<file path="config.mk">
export PLATFORM = sky130hd
export DESIGN_NAME = hazard_control_unit
export DESIGN_NICKNAME = d
export VERILOG_FILES = /design/src/rtl/pipeline_ctrl_pkg.sv /design/src/rtl/forwarding_unit.sv /design/src/rtl/hazard_control_unit.sv
export SDC_FILE = /design/constraint.sdc
export NUM_CORES = 1
export LEC_CHECK = 0
export ABC_AREA = 1
export BUFFER_PORTS_ARGS = -buffer_cell sky130_fd_sc_hd__buf_2
export CORE_UTILIZATION = 58
export DETAILED_ROUTE_END_ITERATION = 10
export PLACE_DENSITY = 0.92
export SLEW_MARGIN = 20
export SYNTH_ARGS = -nofsm -noshare
export SYNTH_HDL_FRONTEND = slang
export SYNTH_HIERARCHICAL = 1
export SYNTH_SLANG_ARGS = --single-unit
</file>
<file path="constraint.sdc">
create_clock -name clock -period 4.9 [get_ports clock]
set_input_delay 1.225 -clock clock [delete_from_list [all_inputs] [get_ports clock]]
set_output_delay 1.225 -clock clock [all_outputs]
set_load 0.05 [all_outputs]
</file>
<file path="src/rtl/pipeline_ctrl_pkg.sv">
// Shared definitions for the pipeline hazard control slice: forwarding
// select encodings, memory-wait FSM states and the forwarding helper.
package pipeline_ctrl_pkg;

    // ALU operand source selects
    localparam logic [1:0] FWD_REG = 2'b00;
    localparam logic [1:0] FWD_WB  = 2'b01;
    localparam logic [1:0] FWD_MEM = 2'b10;

    // Data-memory wait tracker states
    typedef enum logic [0:0] {
        RUN      = 1'b0,
        MEM_WAIT = 1'b1
    } mem_state_e;

    // Picks the freshest producer of a source register; the memory stage holds
    // the younger result, so it wins over writeback. x0 is hardwired zero and
    // is never forwarded.
    function automatic logic [1:0] fwd_select(
        input logic [4:0] rs,
        input logic [4:0] rd_mem,
        input logic       wr_mem,
        input logic [4:0] rd_wb,
        input logic       wr_wb
    );
        logic [1:0] sel;
        if (wr_mem && (rd_mem != 5'd0) && (rd_mem == rs)) begin
            sel = FWD_MEM;
        end else if (wr_wb && (rd_wb != 5'd0) && (rd_wb == rs)) begin
            sel = FWD_WB;
        end else begin
            sel = FWD_REG;
        end
        return sel;
    endfunction

endpackage

</file>
<file path="src/rtl/forwarding_unit.sv">
// Combinational ALU operand forwarding selects for the execute stage.
module forwarding_unit
    import pipeline_ctrl_pkg::*;
(
    input  logic [4:0] rs1Ex,
    input  logic [4:0] rs2Ex,
    input  logic [4:0] rdMem,
    input  logic       regWriteMem,
    input  logic [4:0] rdWb,
    input  logic       regWriteWb,
    output logic [1:0] forwardA,
    output logic [1:0] forwardB
);

    // Resolve each operand independently against the MEM and WB producers
    always_comb begin
        forwardA = fwd_select(rs1Ex, rdMem, regWriteMem, rdWb, regWriteWb);
        forwardB = fwd_select(rs2Ex, rdMem, regWriteMem, rdWb, regWriteWb);
    end

endmodule

</file>
<file path="src/rtl/hazard_control_unit.sv">
// Pipeline hazard control: stall/flush generation, operand forwarding,
// data-memory wait tracking with timeout, and stall/flush perf counters.
module hazard_control_unit
    import pipeline_ctrl_pkg::*;
#(
    parameter int MEM_TIMEOUT = 64,
    parameter int STALL_CNT_W = 32,
    parameter int FLUSH_CNT_W = 16
) (
    input  logic                   clock,
    input  logic                   reset,
    input  logic [4:0]             rs1Id,
    input  logic [4:0]             rs2Id,
    input  logic                   useRs1Id,
    input  logic                   useRs2Id,
    input  logic [4:0]             rs1Ex,
    input  logic [4:0]             rs2Ex,
    input  logic [4:0]             rdEx,
    input  logic                   memReadEx,
    input  logic                   branchTakenEx,
    input  logic [4:0]             rdMem,
    input  logic                   regWriteMem,
    input  logic                   memReqMem,
    input  logic                   memBusy,
    input  logic [4:0]             rdWb,
    input  logic                   regWriteWb,
    output logic                   pcStall,
    output logic                   ifIdStall,
    output logic                   ifIdFlush,
    output logic                   idExStall,
    output logic                   idExFlush,
    output logic                   exMemStall,
    output logic                   memWbFlush,
    output logic [1:0]             forwardA,
    output logic [1:0]             forwardB,
    output logic                   memTimeout,
    output logic [STALL_CNT_W-1:0] stallCycles,
    output logic [FLUSH_CNT_W-1:0] flushCount
);

    localparam int WAIT_W = $clog2(MEM_TIMEOUT + 1);
    localparam logic [WAIT_W-1:0] WAIT_MAX = WAIT_W'(MEM_TIMEOUT);
    localparam logic [STALL_CNT_W-1:0] STALL_MAX = {STALL_CNT_W{1'b1}};
    localparam logic [FLUSH_CNT_W-1:0] FLUSH_MAX = {FLUSH_CNT_W{1'b1}};

    logic              mem_stall_s;
    logic              load_use_s;
    logic [1:0]        fwd_a_s;
    logic [1:0]        fwd_b_s;
    mem_state_e        state_r;
    mem_state_e        state_next_s;
    logic [WAIT_W-1:0] wait_cnt_r;
    logic [WAIT_W-1:0] wait_cnt_next_s;
    logic              mem_timeout_r;
    logic              mem_timeout_next_s;
    logic [STALL_CNT_W-1:0] stall_cycles_r;
    logic [FLUSH_CNT_W-1:0] flush_count_r;

    forwarding_unit u_forwarding_unit (
        .rs1Ex       (rs1Ex),
        .rs2Ex       (rs2Ex),
        .rdMem       (rdMem),
        .regWriteMem (regWriteMem),
        .rdWb        (rdWb),
        .regWriteWb  (regWriteWb),
        .forwardA    (fwd_a_s),
        .forwardB    (fwd_b_s)
    );

    // Raw hazard terms; x0 as a load destination never creates a dependency
    always_comb begin
        mem_stall_s = memReqMem && memBusy;
        load_use_s  = memReadEx && (rdEx != 5'd0) &&
                      ((useRs1Id && (rdEx == rs1Id)) || (useRs2Id && (rdEx == rs2Id)));
    end

    // Prioritised stall/flush controls: memory wait freezes everything (a taken
    // branch stays in EX and flushes once memory is ready), then branch, then load-use
    always_comb begin
        pcStall    = 1'b0;
        ifIdStall  = 1'b0;
        ifIdFlush  = 1'b0;
        idExStall  = 1'b0;
        idExFlush  = 1'b0;
        exMemStall = 1'b0;
        memWbFlush = 1'b0;
        forwardA   = FWD_REG;
        forwardB   = FWD_REG;
        if (reset) begin
            pcStall = 1'b0;
        end else begin
            forwardA = fwd_a_s;
            forwardB = fwd_b_s;
            if (mem_stall_s) begin
                pcStall    = 1'b1;
                ifIdStall  = 1'b1;
                idExStall  = 1'b1;
                exMemStall = 1'b1;
                memWbFlush = 1'b1;
            end else if (branchTakenEx) begin
                ifIdFlush = 1'b1;
                idExFlush = 1'b1;
            end else if (load_use_s) begin
                pcStall   = 1'b1;
                ifIdStall = 1'b1;
                idExFlush = 1'b1;
            end else begin
                pcStall = 1'b0;
            end
        end
    end

    // Memory-wait tracker next state: counts consecutive wait cycles and
    // latches a sticky timeout once the limit is reached with memory still busy
    always_comb begin
        state_next_s       = state_r;
        wait_cnt_next_s    = wait_cnt_r;
        mem_timeout_next_s = mem_timeout_r;
        case (state_r)
            RUN: begin
                if (mem_stall_s) begin
                    state_next_s    = MEM_WAIT;
                    wait_cnt_next_s = WAIT_W'(1);
                end else begin
                    wait_cnt_next_s = {WAIT_W{1'b0}};
                end
            end
            MEM_WAIT: begin
                if (mem_stall_s) begin
                    if (wait_cnt_r != WAIT_MAX) begin
                        wait_cnt_next_s = wait_cnt_r + WAIT_W'(1);
                    end else begin
                        wait_cnt_next_s = wait_cnt_r;
                    end
                    if ((wait_cnt_r == WAIT_MAX) && memBusy) begin
                        mem_timeout_next_s = 1'b1;
                    end else begin
                        mem_timeout_next_s = mem_timeout_r;
                    end
                end else begin
                    state_next_s    = RUN;
                    wait_cnt_next_s = {WAIT_W{1'b0}};
                end
            end
            default: begin
                state_next_s    = RUN;
                wait_cnt_next_s = {WAIT_W{1'b0}};
            end
        endcase
    end

    // Memory-wait tracker state register
    always_ff @(posedge clock) begin
        if (reset) begin
            state_r       <= RUN;
            wait_cnt_r    <= {WAIT_W{1'b0}};
            mem_timeout_r <= 1'b0;
        end else begin
            state_r       <= state_next_s;
            wait_cnt_r    <= wait_cnt_next_s;
            mem_timeout_r <= mem_timeout_next_s;
        end
    end

    // Saturating performance counters for stalled cycles and branch flushes
    always_ff @(posedge clock) begin
        if (reset) begin
            stall_cycles_r <= {STALL_CNT_W{1'b0}};
            flush_count_r  <= {FLUSH_CNT_W{1'b0}};
        end else begin
            if (pcStall && (stall_cycles_r != STALL_MAX)) begin
                stall_cycles_r <= stall_cycles_r + STALL_CNT_W'(1);
            end
            if (branchTakenEx && !mem_stall_s && (flush_count_r != FLUSH_MAX)) begin
                flush_count_r <= flush_count_r + FLUSH_CNT_W'(1);
            end
        end
    end

    assign memTimeout  = mem_timeout_r;
    assign stallCycles = stall_cycles_r;
    assign flushCount  = flush_count_r;

endmodule

</file>
# [Word level (Yosys, flattened, before mapping)]
# Index checks and enable logic that the tools add are counted.
[word_totals] ff_bits=57 input_bits=45 out_inout_bits=60
[op_classes] n_addsub=3 eq_ne=11 muxes=22 n_bitwise=1 reduce_logical=21
[op_table] op="32-bit by 1-bit adder with 32-bit output, second input constant" n=1
[op_table] op="32-bit inequality test, second input constant" n=1
[op_table] op="5-bit equality test" n=6
[op_table] op="16-bit by 1-bit adder with 16-bit output, second input constant" n=1
[op_table] op="16-bit inequality test, second input constant" n=1
[op_table] op="1-bit logical AND" n=15
[op_table] op="1-bit 2-to-1 mux" n=15
[op_table] op="5-bit nonzero test" n=3
[op_table] op="7-bit 2-to-1 mux" n=2
[op_table] op="7-bit one-hot mux with 2 select lines" n=1
[op_table] op="2-bit 2-to-1 mux" n=4
[op_table] op="7-bit by 1-bit adder with 7-bit output, second input constant" n=1
[op_table] op="7-bit equality test, second input constant" n=1
[op_table] op="7-bit inequality test, second input constant" n=1
[op_table] op="3-bit by 2-bit inequality test with 1-bit output, second input constant" n=1
[op_table] op="3-bit AND reduction" n=1
[op_table] op="1-bit logical NOT" n=1
[op_table] op="1-bit logical OR" n=1
[op_table] op="1-bit NOT" n=1

# [Depth between registers and ports, before layout]
[depth] ltp_word=9 depth_mapped=13 depth_no_buf=12

# [By module]
# Netlist, hierarchy kept.
[by_module_without_submodules] module="hazard_control_unit" n_inst=1 cells_each=567 area_per_inst_um2=3611.0 seq_area_each_um2=1141.1
[by_module_without_submodules] module="forwarding_unit" n_inst=1 cells_each=81 area_per_inst_um2=362.8 seq_area_each_um2=0.0

# [Worst setup path after synthesis]
# No wires, ideal clock.
[synth_path] path_type="input -> output" start="input port reset" end="output port pcStall" arrival_ps=3032 required_time_ps=3675 setup_slack_ps=643 stages=6 path_buffers=3 path_cell_list="clkbuf_1 nor2_1 inv_1 nand2_2 buf_4 buf_4"
[synth_between] elab_chain_cells=1
[synth_rtl] item="start, declared" line_no="hazard_control_unit.sv:11" source="input logic reset,"
[synth_rtl] item="1-bit 2-to-1 mux"
[synth_rtl] item="end, declared" line_no="hazard_control_unit.sv:27" source="output logic pcStall,"
# Every way passes these cells.

# [Final worst setup path]
[layout_path] start="input port reset" end="output port ifIdStall"
[layout_between] elab_chain_cells=1
[layout_rtl] item="1-bit 2-to-1 mux" line_no="hazard_control_unit.sv:89" source="if (reset) begin"
[layout_rtl] item="end, declared" line_no="hazard_control_unit.sv:28" source="output logic ifIdStall,"
# Every way passes these cells.

==> out/qor.csv <==
metric;value;unit
status;complete, but fails checks;
failing checks;DRC;
area grow syn2layout;18.1;%
antenna-violating nets left;0;
CP Class;in2out;
CTS tree;built;
Hold WC Path Type;reg2reg;
diode count;0;
commonest non-fill, non-tap cell in the layout;nand2_1;
Max Slew Vio Count;0;
worst path arrival time;2.64;ns
startpoint of the worst hold path;memTimeout;
# nets final;794;
DR WL/cell;12.4;um
register bit total from synthesis;57;
layout cells sized above 1;21.4;%
reg2reg end;stallCycles[5];
WHS Path Cells;2;
vias in the first global route;4171;
clk_skew;0.00963;ns
post-detailed-route via-to-cell ratio;5.46;
Least-Margin Pin Slew;0.694;ns
Worst setup EP type;primary output;
Synth Warn #;6;
Vert. Die Dim;84.8;um
startpoint types;input port;
Hold Path Sink;memTimeout;
Detailed Routing Iterations Pass 1;11;
remaining global-route overflow;0;
Final Hold Vio Count;0;
ys async rst share;0;%
Yosys cell types;35;
largest net degree at the start of global routing;37;
Num CTS Buffers;9;
crit share post-route;78.9;%
Lkg Pwr;2.22;nW
Crit Reg-Reg Startpoint;stallCycles[0];
IO Pins;105;
Setup WS pre-CTS;1.06;ns
Post-CTS Resized;0;
Worst Setup Slack, final;1.03;ns
Synth Cell Area;3970;um2
dpl hpwl;7.51;mm
final wirelength;10.2;mm
drc violations;5;
prevailing post-synth register cell;dfxtp_1;
Avg Inst Size Synth;6.13;um2
clock latency at the later pin of the worst-skew pair;0.34;ns
Reg2Reg Depth;9;
RePlAce Congestion;0.978;
Iteration-0 DRC Markers;313;
number of synthesized flops with an enable pin;0;
Die Span X;84.8;um
Max Cap Viol;0;
Pwr Density;234;nW/um2
initial core utilization;61.2;%
WP data required;3.67;ns
critical path peak fanout;36;
clock slew at reported path FFs;0.06;ns
Std-Cell Rows;29;
# setup viols final;0;
All-Layer GR Usage;29.8;%
htree depth;3;
Rel. slew slack;53.7;%
post-CTS setup buffer count;0;
CTS root buf;clkbuf_8;
final setup TNS;0;ns
fmax;0.259;GHz
via count;4512;
RSZ-0062 raised after global routing;false;
Gate Count Post-Synth;648;
initial antenna violation count;0;
crit path time final;3.87;ns
CTS Buffer Depth;2;
commonest non-fill, non-tap cells in the layout;nand2_1, buf_2, nor2_1, inv_1, dfxtp_1;
Hold WS;0.459;ns
sequential area share after synthesis;28.7;%
# port buffers;104;
die area;7190;um2
Layout fillers;553;
Synthesized Nets;697;
first-pass GRT wire length;17.6;mm
clk sinks;57;
Max VDD drop;163;uV
hold-fix buffers at CTS;0;
Reg2Reg Setup Slack;2.24;ns
core area;6490;um2
[worst max-delay path by stage]
stage           from   endpoint  slack (ns)  cells after the start
5_1_grt        reset  ifIdStall        0.95                      5
3_5_place_dp   reset  ifIdStall        1.06                      5
3_3_place_gp   reset  ifIdStall        1.11                      5
4_1_cts        reset  ifIdStall        1.06                      5
6_report       reset  ifIdStall        1.03                      5
2_1_floorplan  reset    pcStall        0.64                      6
[Yosys cell counts, types with 2 or more instances]
cell type / n / area share [%]
a21oi_1: 44 / 5.5
buf_2: 2 / 0.25
buf_4: 8 / 1.5
buf_6: 4 / 1.1
clkbuf_1: 5 / 0.47
dfxtp_1: 57 / 29
ha_1: 4 / 1.3
inv_1: 70 / 6.6
inv_2: 5 / 0.47
nand2_1: 191 / 18
nand2_2: 10 / 1.6
nand3_1: 52 / 6.5
nand3_2: 4 / 1.0
nand3b_1: 8 / 1.5
nand4_1: 14 / 2.2
nor2_1: 91 / 8.6
nor2_2: 14 / 2.2
nor3_1: 13 / 1.6
nor3_4: 2 / 0.82
o21ai_0: 12 / 1.5
xnor2_1: 8 / 1.8
xor2_1: 17 / 3.7
[stage by stage]
step | std cells | area (um2) | power [W] | util (%)
CTS | 826 | 4690 | 0.00110 | 72.3
finish | 826 | 4690 | 0.00110 | 72.3
detailed placement | 811 | 4460 | 0.000598 | 68.7
global route | 826 | 4690 | 0.00114 | 72.3
global placement | 811 | 4460 | 0.000593 | 68.7
floorplan | 648 | 3970 | 0.000560 | -
[final cells by class]
class	count	area, um2	share of cell area [%]
Timing Repair Buffer	105	528	11.3
Clock buffer	13	169	3.60
Inverter	76	287	6.11
Tap cell	77	96.3	2.05
Multi-Input combinational cell	496	2410	51.4
Sequential cell	57	1140	24.3
Clock inverter	2	60.1	1.28
[worst max-delay path: stages]
cell and delay [ns]:
buf_2 0.53, nor2_1 0.20, inv_1 0.15, nand2_2 0.22
buf_2 0.29
[where the power goes]
| part | switching, W | leakage, nW | internal, W | total, W |
|---|---|---|---|---|
| clock | 0.000185 | 0.116 | 0.000325 | 0.000511 |
| combinational | 0.0000806 | 1.64 | 0.0000390 | 0.000120 |
| sequential | 0.00000326 | 0.460 | 0.000466 | 0.000470 |
[layer usage]
layer | wire [um] | global-route usage, % | vias up | share of wire (%)
met1 | 4080 | 32.5 | 2039 | 40
met4 | 249 | 11.6 | 0 | 2.4
met3 | 769 | 6.98 | 29 | 7.5
li1 | - | - | 2243 | -
met5 | 0 | 0 | - | 0
met2 | 5120 | 55.7 | 201 | 50
[sequential cells by signal, indices dropped and copies added, names as in the netlist]
| register | flops |
|---|---|
| wait_cnt_r | 7 |
| stallCycles | 32 |
| memTimeout | 1 |
| flushCount | 16 |
| state_r | 1 |
[cells by family after synthesis]
group	after synthesis	synth area share, %
AOI/OAI and AO/OA	61	7.97
adders and majority gates	4	1.26
xor gates and xnor gates	25	5.51
and+or+nand+nor	406	46.0
buffers and inverters	95	10.6
DFF	57	28.7
Power figures use the tool's default switching activity.
